[config.mk]
export PLATFORM = sky130hd
export DESIGN_NAME = game_input_ctrl_flat
export DESIGN_NICKNAME = d
export VERILOG_FILES = /design/src/rtl/game_input_pkg.sv /design/src/rtl/game_input_ctrl_if.sv /design/src/rtl/game_input_ctrl_key_debounce.sv /design/src/rtl/game_input_ctrl.sv /design/src/flat_wrapper.sv
export SDC_FILE = /design/constraint.sdc
export NUM_CORES = 1
export LEC_CHECK = 0
export BUFFER_PORTS_ARGS = -buffer_cell sky130_fd_sc_hd__buf_2
export CORE_UTILIZATION = 57
export CTS_BUF_LIST = sky130_fd_sc_hd__clkbuf_2
export CTS_CLUSTER_DIAMETER = 60
export DETAILED_ROUTE_END_ITERATION = 10
export HOLD_SLACK_MARGIN = 0.08
export PLACE_DENSITY = 0.77
export SLEW_MARGIN = 25
export SYNTH_ARGS = -nofsm -noshare
export SYNTH_HDL_FRONTEND = slang
export SYNTH_SLANG_ARGS = --single-unit
[constraint.sdc]
create_clock -name clock -period 1.91 [get_ports clock]
set_input_delay 0.191 -clock clock [delete_from_list [all_inputs] [get_ports clock]]
set_output_delay 0.191 -clock clock [all_outputs]
set_load 0.02 [all_outputs]
[src/rtl/game_input_pkg.sv]
// Shared constants and FSM encodings for the game input front end.
package game_input_pkg;

  localparam int CH_UP    = 0;
  localparam int CH_LEFT  = 1;
  localparam int CH_DOWN  = 2;
  localparam int CH_RIGHT = 3;

  localparam logic [7:0] PS2_EXT = 8'hE0;
  localparam logic [7:0] PS2_BRK = 8'hF0;

  // Channel 0 sits in the low byte: up=75, left=6B, down=72, right=74.
  localparam logic [31:0] KEY_CODES_DEF = {8'h74, 8'h72, 8'h6B, 8'h75};

  typedef enum logic [1:0] {
    PS2_IDLE       = 2'd0,
    PS2_IN_EXT     = 2'd1,
    PS2_IN_BRK     = 2'd2,
    PS2_IN_EXT_BRK = 2'd3
  } ps2_state_e;

  typedef enum logic [1:0] {
    RPT_IDLE   = 2'd0,
    RPT_HOLD   = 2'd1,
    RPT_DELAY  = 2'd2,
    RPT_REPEAT = 2'd3
  } rpt_state_e;

endpackage

[src/rtl/game_input_ctrl_if.sv]
// Input/command bundle between the board/PS2 side and the game controller.
interface game_input_ctrl_if #(parameter int N_BTN = 4);
  logic             enable;
  logic [N_BTN-1:0] btn_raw;
  logic             ps2_valid;
  logic [7:0]       ps2_byte;
  logic [N_BTN-1:0] key_level;
  logic [N_BTN-1:0] move_pulse;
  logic             any_held;

  modport master (
    output enable, btn_raw, ps2_valid, ps2_byte,
    input  key_level, move_pulse, any_held
  );

  modport slave (
    input  enable, btn_raw, ps2_valid, ps2_byte,
    output key_level, move_pulse, any_held
  );
endinterface

[src/rtl/game_input_ctrl_key_debounce.sv]
// Two-flop synchroniser plus change-acceptance counter for one push button.
module key_debounce #(
  parameter int DEBOUNCE_CYC = 500000,
  parameter bit ACTIVE_LOW   = 1'b1
) (
  input  logic clock,
  input  logic resetn,
  input  logic i_raw,
  output logic o_stable
);
  localparam int CW = $clog2(DEBOUNCE_CYC + 1);

  logic          r_sync1, r_sync2, r_stable;
  logic [CW-1:0] r_cnt;
  logic          w_pressed;

  assign w_pressed = r_sync2 ^ ACTIVE_LOW;
  assign o_stable  = r_stable;

  always_ff @(posedge clock) begin
    if (!resetn) begin
      r_sync1  <= ACTIVE_LOW;
      r_sync2  <= ACTIVE_LOW;
      r_stable <= 1'b0;
      r_cnt    <= '0;
    end else begin
      r_sync1 <= i_raw;
      r_sync2 <= r_sync1;
      if (w_pressed == r_stable) begin
        r_cnt <= '0;
      end else if (r_cnt >= CW'(DEBOUNCE_CYC - 1)) begin
        r_stable <= ~r_stable;
        r_cnt    <= '0;
      end else begin
        r_cnt <= r_cnt + CW'(1);
      end
    end
  end
endmodule

[src/rtl/game_input_ctrl.sv]
// Button/PS2 merge with per-channel move pulses and optional auto-repeat.
// PS2:    IDLE | no prefix     EXT | after E0     BRK | after F0     EXT_BRK | after E0 F0
// Repeat: IDLE | wait rise     HOLD | pulsed, no repeat   DELAY | first wait   REPEAT | periodic
module game_input_ctrl import game_input_pkg::*; #(
  parameter int                   N_BTN          = 4,
  parameter bit                   BTN_ACTIVE_LOW = 1'b1,
  parameter int                   DEBOUNCE_CYC   = 500000,
  parameter int                   REPEAT_DELAY   = 15000000,
  parameter int                   REPEAT_PERIOD  = 5000000,
  parameter logic [N_BTN-1:0]     REPEAT_EN      = 4'b1110,
  parameter logic [8*N_BTN-1:0]   KEY_CODES      = KEY_CODES_DEF
) (
  input logic               clock,
  input logic               resetn,
  game_input_ctrl_if.slave  io_bus
);
  localparam logic [1:0] S_IDLE    = PS2_IDLE;
  localparam logic [1:0] S_EXT     = PS2_IN_EXT;
  localparam logic [1:0] S_BRK     = PS2_IN_BRK;
  localparam logic [1:0] S_EXT_BRK = PS2_IN_EXT_BRK;
  localparam logic [1:0] R_IDLE    = RPT_IDLE;
  localparam logic [1:0] R_HOLD    = RPT_HOLD;
  localparam logic [1:0] R_DELAY   = RPT_DELAY;
  localparam logic [1:0] R_REPEAT  = RPT_REPEAT;
  localparam int RMAX = (REPEAT_DELAY > REPEAT_PERIOD) ? REPEAT_DELAY : REPEAT_PERIOD;
  localparam int RW   = $clog2(RMAX + 1);

  logic [N_BTN-1:0] w_stable, w_match, w_level, w_pulse;
  logic [N_BTN-1:0] r_ps2_held, r_level_q;
  logic [1:0]       r_ps2_st;

  for (genvar i = 0; i < N_BTN; i++) begin : g_deb
    key_debounce #(.DEBOUNCE_CYC(DEBOUNCE_CYC), .ACTIVE_LOW(BTN_ACTIVE_LOW)) u_deb (
      .clock    (clock),
      .resetn   (resetn),
      .i_raw    (io_bus.btn_raw[i]),
      .o_stable (w_stable[i])
    );
  end

  always_comb begin
    w_match = '0;
    for (int i = 0; i < N_BTN; i++) begin
      w_match[i] = (io_bus.ps2_byte == KEY_CODES[8*i +: 8]);
    end
  end

  always_ff @(posedge clock) begin
    if (!resetn) begin
      r_ps2_st   <= S_IDLE;
      r_ps2_held <= '0;
      r_level_q  <= '0;
    end else begin
      r_level_q <= w_level;
      if (io_bus.ps2_valid) begin
        case (r_ps2_st)
          S_IDLE: begin
            if (io_bus.ps2_byte == PS2_EXT)      r_ps2_st <= S_EXT;
            else if (io_bus.ps2_byte == PS2_BRK) r_ps2_st <= S_BRK;
            else                                 r_ps2_held <= r_ps2_held | w_match;
          end
          S_EXT: begin
            if (io_bus.ps2_byte == PS2_BRK) begin
              r_ps2_st <= S_EXT_BRK;
            end else begin
              r_ps2_held <= r_ps2_held | w_match;
              r_ps2_st   <= S_IDLE;
            end
          end
          default: begin
            r_ps2_held <= r_ps2_held & ~w_match;
            r_ps2_st   <= S_IDLE;
          end
        endcase
      end
    end
  end

  // Both sources are registered, so the merged level is glitch-free without another stage.
  assign w_level = w_stable | r_ps2_held;

  for (genvar i = 0; i < N_BTN; i++) begin : g_rpt
    logic [1:0]    r_st;
    logic [RW-1:0] r_cnt;
    logic          r_pulse;

    always_ff @(posedge clock) begin
      if (!resetn) begin
        r_st    <= R_IDLE;
        r_cnt   <= '0;
        r_pulse <= 1'b0;
      end else begin
        r_pulse <= 1'b0;
        if (!io_bus.enable || !w_level[i]) begin
          r_st  <= R_IDLE;
          r_cnt <= '0;
        end else begin
          case (r_st)
            R_IDLE: begin
              if (!r_level_q[i]) begin
                r_pulse <= 1'b1;
                r_st    <= REPEAT_EN[i] ? R_DELAY : R_HOLD;
                r_cnt   <= RW'(REPEAT_DELAY - 1);
              end
            end
            R_DELAY, R_REPEAT: begin
              if (r_cnt == '0) begin
                r_pulse <= 1'b1;
                r_st    <= R_REPEAT;
                r_cnt   <= RW'(REPEAT_PERIOD - 1);
              end else begin
                r_cnt <= r_cnt - RW'(1);
              end
            end
            default: ;
          endcase
        end
      end
    end

    assign w_pulse[i] = r_pulse;
  end

  assign io_bus.key_level  = w_level;
  assign io_bus.move_pulse = w_pulse;
  assign io_bus.any_held   = |w_level;
endmodule

[src/flat_wrapper.sv]
// flat-port wrapper written by rule: the top's interface ports become plain ports
module game_input_ctrl_flat import game_input_pkg::*;
#(
  parameter int                   N_BTN          = 4,
  parameter bit                   BTN_ACTIVE_LOW = 1'b1,
  parameter int                   DEBOUNCE_CYC   = 500000,
  parameter int                   REPEAT_DELAY   = 15000000,
  parameter int                   REPEAT_PERIOD  = 5000000,
  parameter logic [N_BTN-1:0]     REPEAT_EN      = 4'b1110,
  parameter logic [8*N_BTN-1:0]   KEY_CODES      = KEY_CODES_DEF
)
  (clock, resetn, io_bus_enable, io_bus_btn_raw, io_bus_ps2_valid, io_bus_ps2_byte, io_bus_key_level, io_bus_move_pulse, io_bus_any_held);
  game_input_ctrl_if #(.N_BTN(N_BTN)) io_bus_i ();
  input logic clock;
  input logic resetn;
  input wire logic [$bits(io_bus_i.enable)-1:0] io_bus_enable;
  input wire logic [$bits(io_bus_i.btn_raw)-1:0] io_bus_btn_raw;
  input wire logic [$bits(io_bus_i.ps2_valid)-1:0] io_bus_ps2_valid;
  input wire logic [$bits(io_bus_i.ps2_byte)-1:0] io_bus_ps2_byte;
  output wire logic [$bits(io_bus_i.key_level)-1:0] io_bus_key_level;
  output wire logic [$bits(io_bus_i.move_pulse)-1:0] io_bus_move_pulse;
  output wire logic [$bits(io_bus_i.any_held)-1:0] io_bus_any_held;
  assign io_bus_i.enable = io_bus_enable;
  assign io_bus_i.btn_raw = io_bus_btn_raw;
  assign io_bus_i.ps2_valid = io_bus_ps2_valid;
  assign io_bus_i.ps2_byte = io_bus_ps2_byte;
  assign io_bus_key_level = io_bus_i.key_level;
  assign io_bus_move_pulse = io_bus_i.move_pulse;
  assign io_bus_any_held = io_bus_i.any_held;
  game_input_ctrl #(.N_BTN(N_BTN), .BTN_ACTIVE_LOW(BTN_ACTIVE_LOW), .DEBOUNCE_CYC(DEBOUNCE_CYC), .REPEAT_DELAY(REPEAT_DELAY), .REPEAT_PERIOD(REPEAT_PERIOD), .REPEAT_EN(REPEAT_EN), .KEY_CODES(KEY_CODES)) u_core (.clock(clock), .resetn(resetn), .io_bus(io_bus_i));
endmodule
# Word-level counts from Yosys, hierarchy flattened
# Cells that the tools add are included.
# totals
reg_bits	206
in_bits	16
output_inout_bits	9
wordCells	181
# op_classes
addsub	8
n_lt_le_gt_ge	4
n_eq_ne	29
muxes	43
n_bitwise	17
n_reduce_logical	49
# ops
op	count
24-bit 2-to-1 mux	8
24-bit one-hot mux with 2 select lines	4
24-bit logical NOT	4
24-bit by 1-bit subtractor with 24-bit output (second input constant)	4
19-bit by 1-bit adder with 19-bit output (second input constant)	4
19-bit >= comparator (second input constant)	4
8-bit by 7-bit == test with 1-bit output (second input constant)	4
2-bit 2-to-1 mux	11
2-bit one-hot mux with 2 select lines	5
2-bit AND reduction	10
2-bit == test (second input constant)	8
8-bit == test (second input constant)	2
2-bit OR reduction	8
1-bit inverter	13
3-bit AND reduction	4
3-bit OR reduction	4
2-bit logical NOT	5
2-bit inequality test (second input constant)	5
1-bit 2-to-1 mux	8
4-bit 2-to-1 mux	2
2-bit by 1-bit inequality test with 1-bit output (second input constant)	4
4-bit OR	2
1-bit one-hot mux with 2 select lines	4
4-bit one-hot mux with 2 select lines	1
other kinds (9)	22

# Longest topological paths before layout
# depth
ltp_word	5
depth_mapped	9
mapped_depth_nobuf	7

# Modules after synthesis
# From an unflattened synthesis, not the netlist that was laid out.
# hier_totals
hier_cells	1192
hier_area_um2	10223.6
# by_module_without_submodules
module	n_inst	cells_each	area_each_um2	seq_area_each_um2
game_input_ctrl	1	765	6154.7	2342.2
key_debounce (u_core.g_deb[0].u_deb ...)	3	106	1033.5	440.4
key_debounce (u_core.g_deb[3].u_deb)	1	109	968.4	440.4

# Worst setup path before layout
# Ideal clock, no wire load.
# synth_timing
path_type	register to register
from	register u_core.g_rpt[1].r_cnt[1]
to	register u_core.g_rpt[1].r_cnt[17]
setup_ps	132
arrival_time_ps	1980
required_ps	1778
slack_ps	-202
path_stages_with_launch	9
n_path_buf	1
period_less_slack_ps	2112
cell_sequence	dfxtp_1 -> inv_1 -> ha_1 -> nor3b_2 -> nand3_1 -> o31a_1 -> buf_6 -> a32oi_1 -> a21oi_1
# synth_between
elab_chain_len	3
word_cells_on_any_way	4
cone_classes	add/sub: 1; mux: 2; reduce/logical: 1
# synth_rtl
element	line	rtl
from (decl)	game_input_ctrl.sv:84	logic [RW-1:0] r_cnt;
from (signal assigned)	game_input_ctrl.sv:103	r_cnt <= RW'(REPEAT_DELAY - 1);
from (signal assigned)	game_input_ctrl.sv:110	r_cnt <= RW'(REPEAT_PERIOD - 1);
from (signal assigned)	game_input_ctrl.sv:112	r_cnt <= r_cnt - RW'(1);
24-bit by 1-bit subtractor with 24-bit output / 24-bit logical NOT (equally long branches)	game_input_ctrl.sv:112, game_input_ctrl.sv:107	
24-bit 2-to-1 mux (*)	game_input_ctrl.sv:107	if (r_cnt == '0) begin
24-bit one-hot mux with 2 select lines (*)	game_input_ctrl.sv:98	case (r_st)
# Mark *: on every way between the ends. The rest lies on a longest branch, timed or not.
# A chain may end at the register's enable or synchronous reset.

# Worst setup path in the final report
# layout_timing
from	register u_core.g_deb[2].u_deb.r_cnt[10]
to	register u_core.g_deb[2].u_deb.r_cnt[17]
# layout_between
elab_chain_len	2
word_cells_on_any_way	3
cone_classes	add/sub: 1; order compare: 1; reduce/logical: 1
# layout_rtl
element	line	rtl
from (decl)	game_input_ctrl_key_debounce.sv:14	logic [CW-1:0] r_cnt;
from (signal assigned)	game_input_ctrl_key_debounce.sv:35	r_cnt <= r_cnt + CW'(1);
19-bit >= comparator	game_input_ctrl_key_debounce.sv:31	end else if (r_cnt >= CW'(DEBOUNCE_CYC - 1)) begin
3-bit OR reduction (no line)	n/a	
# Parallel ways exist; a longest one is shown, timed or not.

==> flow_metrics.py <==
metrics = {
    "synth": {
        "postSynthAreaPerCell_um2": 8.37,
        "ys.flop_type": "dfxtp_1",
        "yosysSeqAreaShare_pct": 42.7,
        "synthXorXnorAreaFrac_pct": 8.30,
        "synth.area.mux_share_pct": 0.313,
        "synthAdderAreaFrac_pct": 1.04,
        "synth_edf_count": 0,
        "async_flop_share_pct": 0,
        "synth_cells": 1148,
        "synthesis.area_um2": 9610,
        "syn_nets": 1172,
        "synthTopCellsByCount": "dfxtp_1 (205), nor2_1 (164), nand2_1 (76)",
        "yosys.area_share.simple_pct": 27.5,
        "synth_top_cell_by_area": "dfxtp_1",
        "synth_compound_area_share_pct": 16.5,
        "synth_cell_types": 68,
        "synth_top_family_by_area": "simple AND/OR/NAND/NOR gates",
        "synth.most_common_cell": "dfxtp_1",
        "synth.area.top_cells": "dfxtp_1 (43%), nor2_1 (6.4%), xor2_1 (4.7%), nor3_1 (3.6%), xnor2_1 (3.6%)",
        "synth_top_area_share_pct": 42.7,
        "synth_seq_cells": 205,
        "synth_warnings": 0,
    },
    "timing": {
        "maxSlewViolCount": 0,
        "finClkSkew_ns": 0.0407,
        "layout_min_cycle_time_ns": 1.99,
        "setup_slack_ns": -0.0844,
        "max-slew-margin-rel_pct": 54.8,
        "fmax_ghz": 0.501,
        "tightest_slew_ns": 0.671,
        "final_hold_viol_count": 0,
        "setup_viol": 22,
        "post-route-period-util_pct": 104,
        "rsz0062_at_grt": "yes",
    },
    "route": {
        "top_layer": "met4",
        "wirelength_um": 24800,
        "routed-wl-met2_um": 12200,
        "wl_met1_um": 10900,
        "routed-via-count": 9436,
        "post_drt_wl_per_cell_um": 15.2,
        "route.met3.wl_um": 1170,
        "antenna_left": 0,
        "first_iter_violations": 508,
        "first_pass_iters": 6,
        "remaining_drc_errors": 0,
        "via_per_inst": 5.79,
    },
    "placed_design": {
        "postPlaceCellArea_um2": 10900,
        "portBuffers": 24,
        "hpwl_um": 15200,
        "place_congestion": 0.903,
    },
    "power": {
        "power.density_nw_per_um2": 587,
        "vdd_drop_max_mv": 0.420,
        "power.leakage_uw": 0.00508,
    },
    "clock_network": {
        "cts_made_buffers": 51,
        "clk_pin_slew_ns": 0.12,
        "clk_latency_ns": 0.81,
        "htreeDepth": 2,
        "cts_tree": "done",
        "max-clock-path-buffers": 3,
        "cts_sinks": 205,
        "cts_root_buf": "clkbuf_2",
    },
    "global_route": {
        "first_global_vias": 8970,
        "grt_max_degree": 20,
        "grt_usage_pct": 27.0,
        "grt_pass1_wl_um": 40000,
        "grt-ovfl-total": 0,
        "antenna_found_initial": 1,
    },
    "die": {
        "std_cell_rows": 47,
        "start_util_pct": 58.1,
        "ios": 25,
        "core_um2": 16500,
        "dieArea_um2": 17400,
        "chipWidth_um": 132,
        "dieHeight_um": 132,
    },
    "cells_and_area": {
        "nNetsFinal": 1393,
        "fin_util_pct": 74.8,
        "syn_to_final_growth_pct": 28.7,
        "drive_gt1_share_pct": 27.6,
        "n_fill_cell": 1175,
        "fin_area_um2": 12400,
    },
    "min_path": {
        "worstHoldStart": "io_bus_ps2_valid",
        "hp-class": "input port to flop",
        "whs_endpoint": "u_core.r_ps2_st[1]",
        "hold_depth": 4,
    },
    "worst_setup_path": {
        "worstPathMaxFanout": 5,
        "crit_required_ns": 2.61,
        "cp.arrival_ns": 2.69,
        "rrSetupSlack_ns": -0.08,
        "crit_path_start_kind": "flop",
        "timing.rr.start": "u_core.g_deb[2].u_deb.r_cnt[10]",
        "critPathCaptureType": "flop",
        "critPathKind": "flop to flop",
        "rr_endpoint": "u_core.g_deb[2].u_deb.r_cnt[17]",
        "reg2reg_depth": 7,
    },
    "job": {
        "cap_violations": 0,
    },
    "run_status": {
        "violations": "setup timing",
        "status": "finished with violations",
    },
}
## state kept, by name (all words and copies together) (netlist names), named ones only
signal,cells
u_core.r_level_q,4
u_core.r_ps2_st,1
u_core.g_deb.u_deb.r_cnt,76
u_core.g_rpt.r_cnt,96
u_core.g_deb.u_deb.r_sync2,4
u_core.g_deb.u_deb.r_sync1,4
u_core.g_rpt.r_pulse,4
u_core.g_deb.u_deb.o_stable,4
u_core.g_rpt.r_st,8
## power by group
part / internal [uW] / switching [uW] / total [uW]
registers: 4280 / 7.42 / 4290
logic: 87.7 / 83.1 / 171
clock network: 1020 / 1780 / 2800
total: 5390 / 1870 / 7250
## cell type report
type	count	area [um^2]	share of cell area, %
diodes	1	2.50	0.0202
clock buffers	71	355	2.87
clock inverters	21	83.8	0.678
inverters	42	158	1.28
multi-input cells	861	5710	46.2
flip-flops and latches	205	4130	33.4
well taps	220	275	2.23
repair buffers	208	1650	13.3
## repair_timing
item	in CTS	in global routing
gates resized for setup	27	113
gates cloned	2	2
buffers inserted	6	16
endpoints found under the setup margin	31	117
pin swaps	8	36
endpoints found under the hold margin	90	1
hold buffers	30	2
## how the worst max path moves through the flow
stage                                            to                            start  cells past startpoint
global route        u_core.g_deb[2].u_deb.r_cnt[17]  u_core.g_deb[2].u_deb.r_cnt[10]                      7
detailed placement        u_core.g_rpt[0].r_cnt[19]         u_core.g_rpt[0].r_cnt[7]                      6
CTS                  u_core.g_deb[2].u_deb.r_cnt[2]  u_core.g_deb[2].u_deb.r_cnt[10]                      7
global placement          u_core.g_rpt[0].r_cnt[19]         u_core.g_rpt[0].r_cnt[7]                      6
floorplan                 u_core.g_rpt[0].r_cnt[23]         u_core.g_rpt[0].r_cnt[5]                      6
finish              u_core.g_deb[2].u_deb.r_cnt[17]  u_core.g_deb[2].u_deb.r_cnt[10]                      7
## through the flow
| step | setup slack, ns | power, uW | setup TNS (ns) | hold slack, ns | cells |
|---|---|---|---|---|---|
| final | -0.0844 | 7250 | -0.900 | 0.285 | 1629 |
| after detailed placement | -0.0484 | 4490 | -0.269 | 0.383 | 1481 |
| after global placement | -0.0277 | 4490 | -0.0528 | 0.380 | 1481 |
| after CTS | -0.0288 | 7310 | -0.180 | 0.225 | 1611 |
| after floorplan | -0.106 | 4450 | -0.559 | 0.292 | 1148 |
| after global routing | -0.154 | 7570 | -3.50 | 0.305 | 1629 |
## worst max-delay path, stage by stage (launching register included)
cell,delay [ns]
dfxtp_2,0.33
or4_4,0.54
o41ai_4,0.35
a221oi_2,0.13
o211ai_2,0.20
buf_6,0.15
buf_6,0.13
nor2_2,0.06
## layout by cell type (no fill, tap or decap), types with 30 or more instances in the layout
cell	Yosys	routed
nand4_1	30	30
inv_1	42	39
nor3_1	70	65
dlygate4sd3_1	0	30
nand3_1	47	46
xnor2_1	39	39
a21oi_1	55	51
xor2_1	52	52
o21ai_0	54	48
clkbuf_2	0	71
nand2_1	76	75
dfxtp_1	205	186
nor2_1	164	149
buf_4	7	138
## per-layer routing
| layer | vias to the layer above | track usage, % |
|---|---|---|
| li1 | 4643 | - |
| met1 | 4444 | 33.9 |
| met2 | 286 | 45.6 |
| met3 | 63 | 4.34 |
| met4 | 0 | 12.1 |
| met5 | - | 0 |
## kinds of logic after synthesis
logic type | count (synthesis)
AO/OA/AOI/OAI | 242
XOR/XNOR | 91
adder cells (fa/ha/maj) | 8
buffers and inverters | 83
flip-flops | 205
multiplexers | 3
AND/OR/NAND/NOR | 516
No activity file was read; power rests on OpenSTA's default activity.
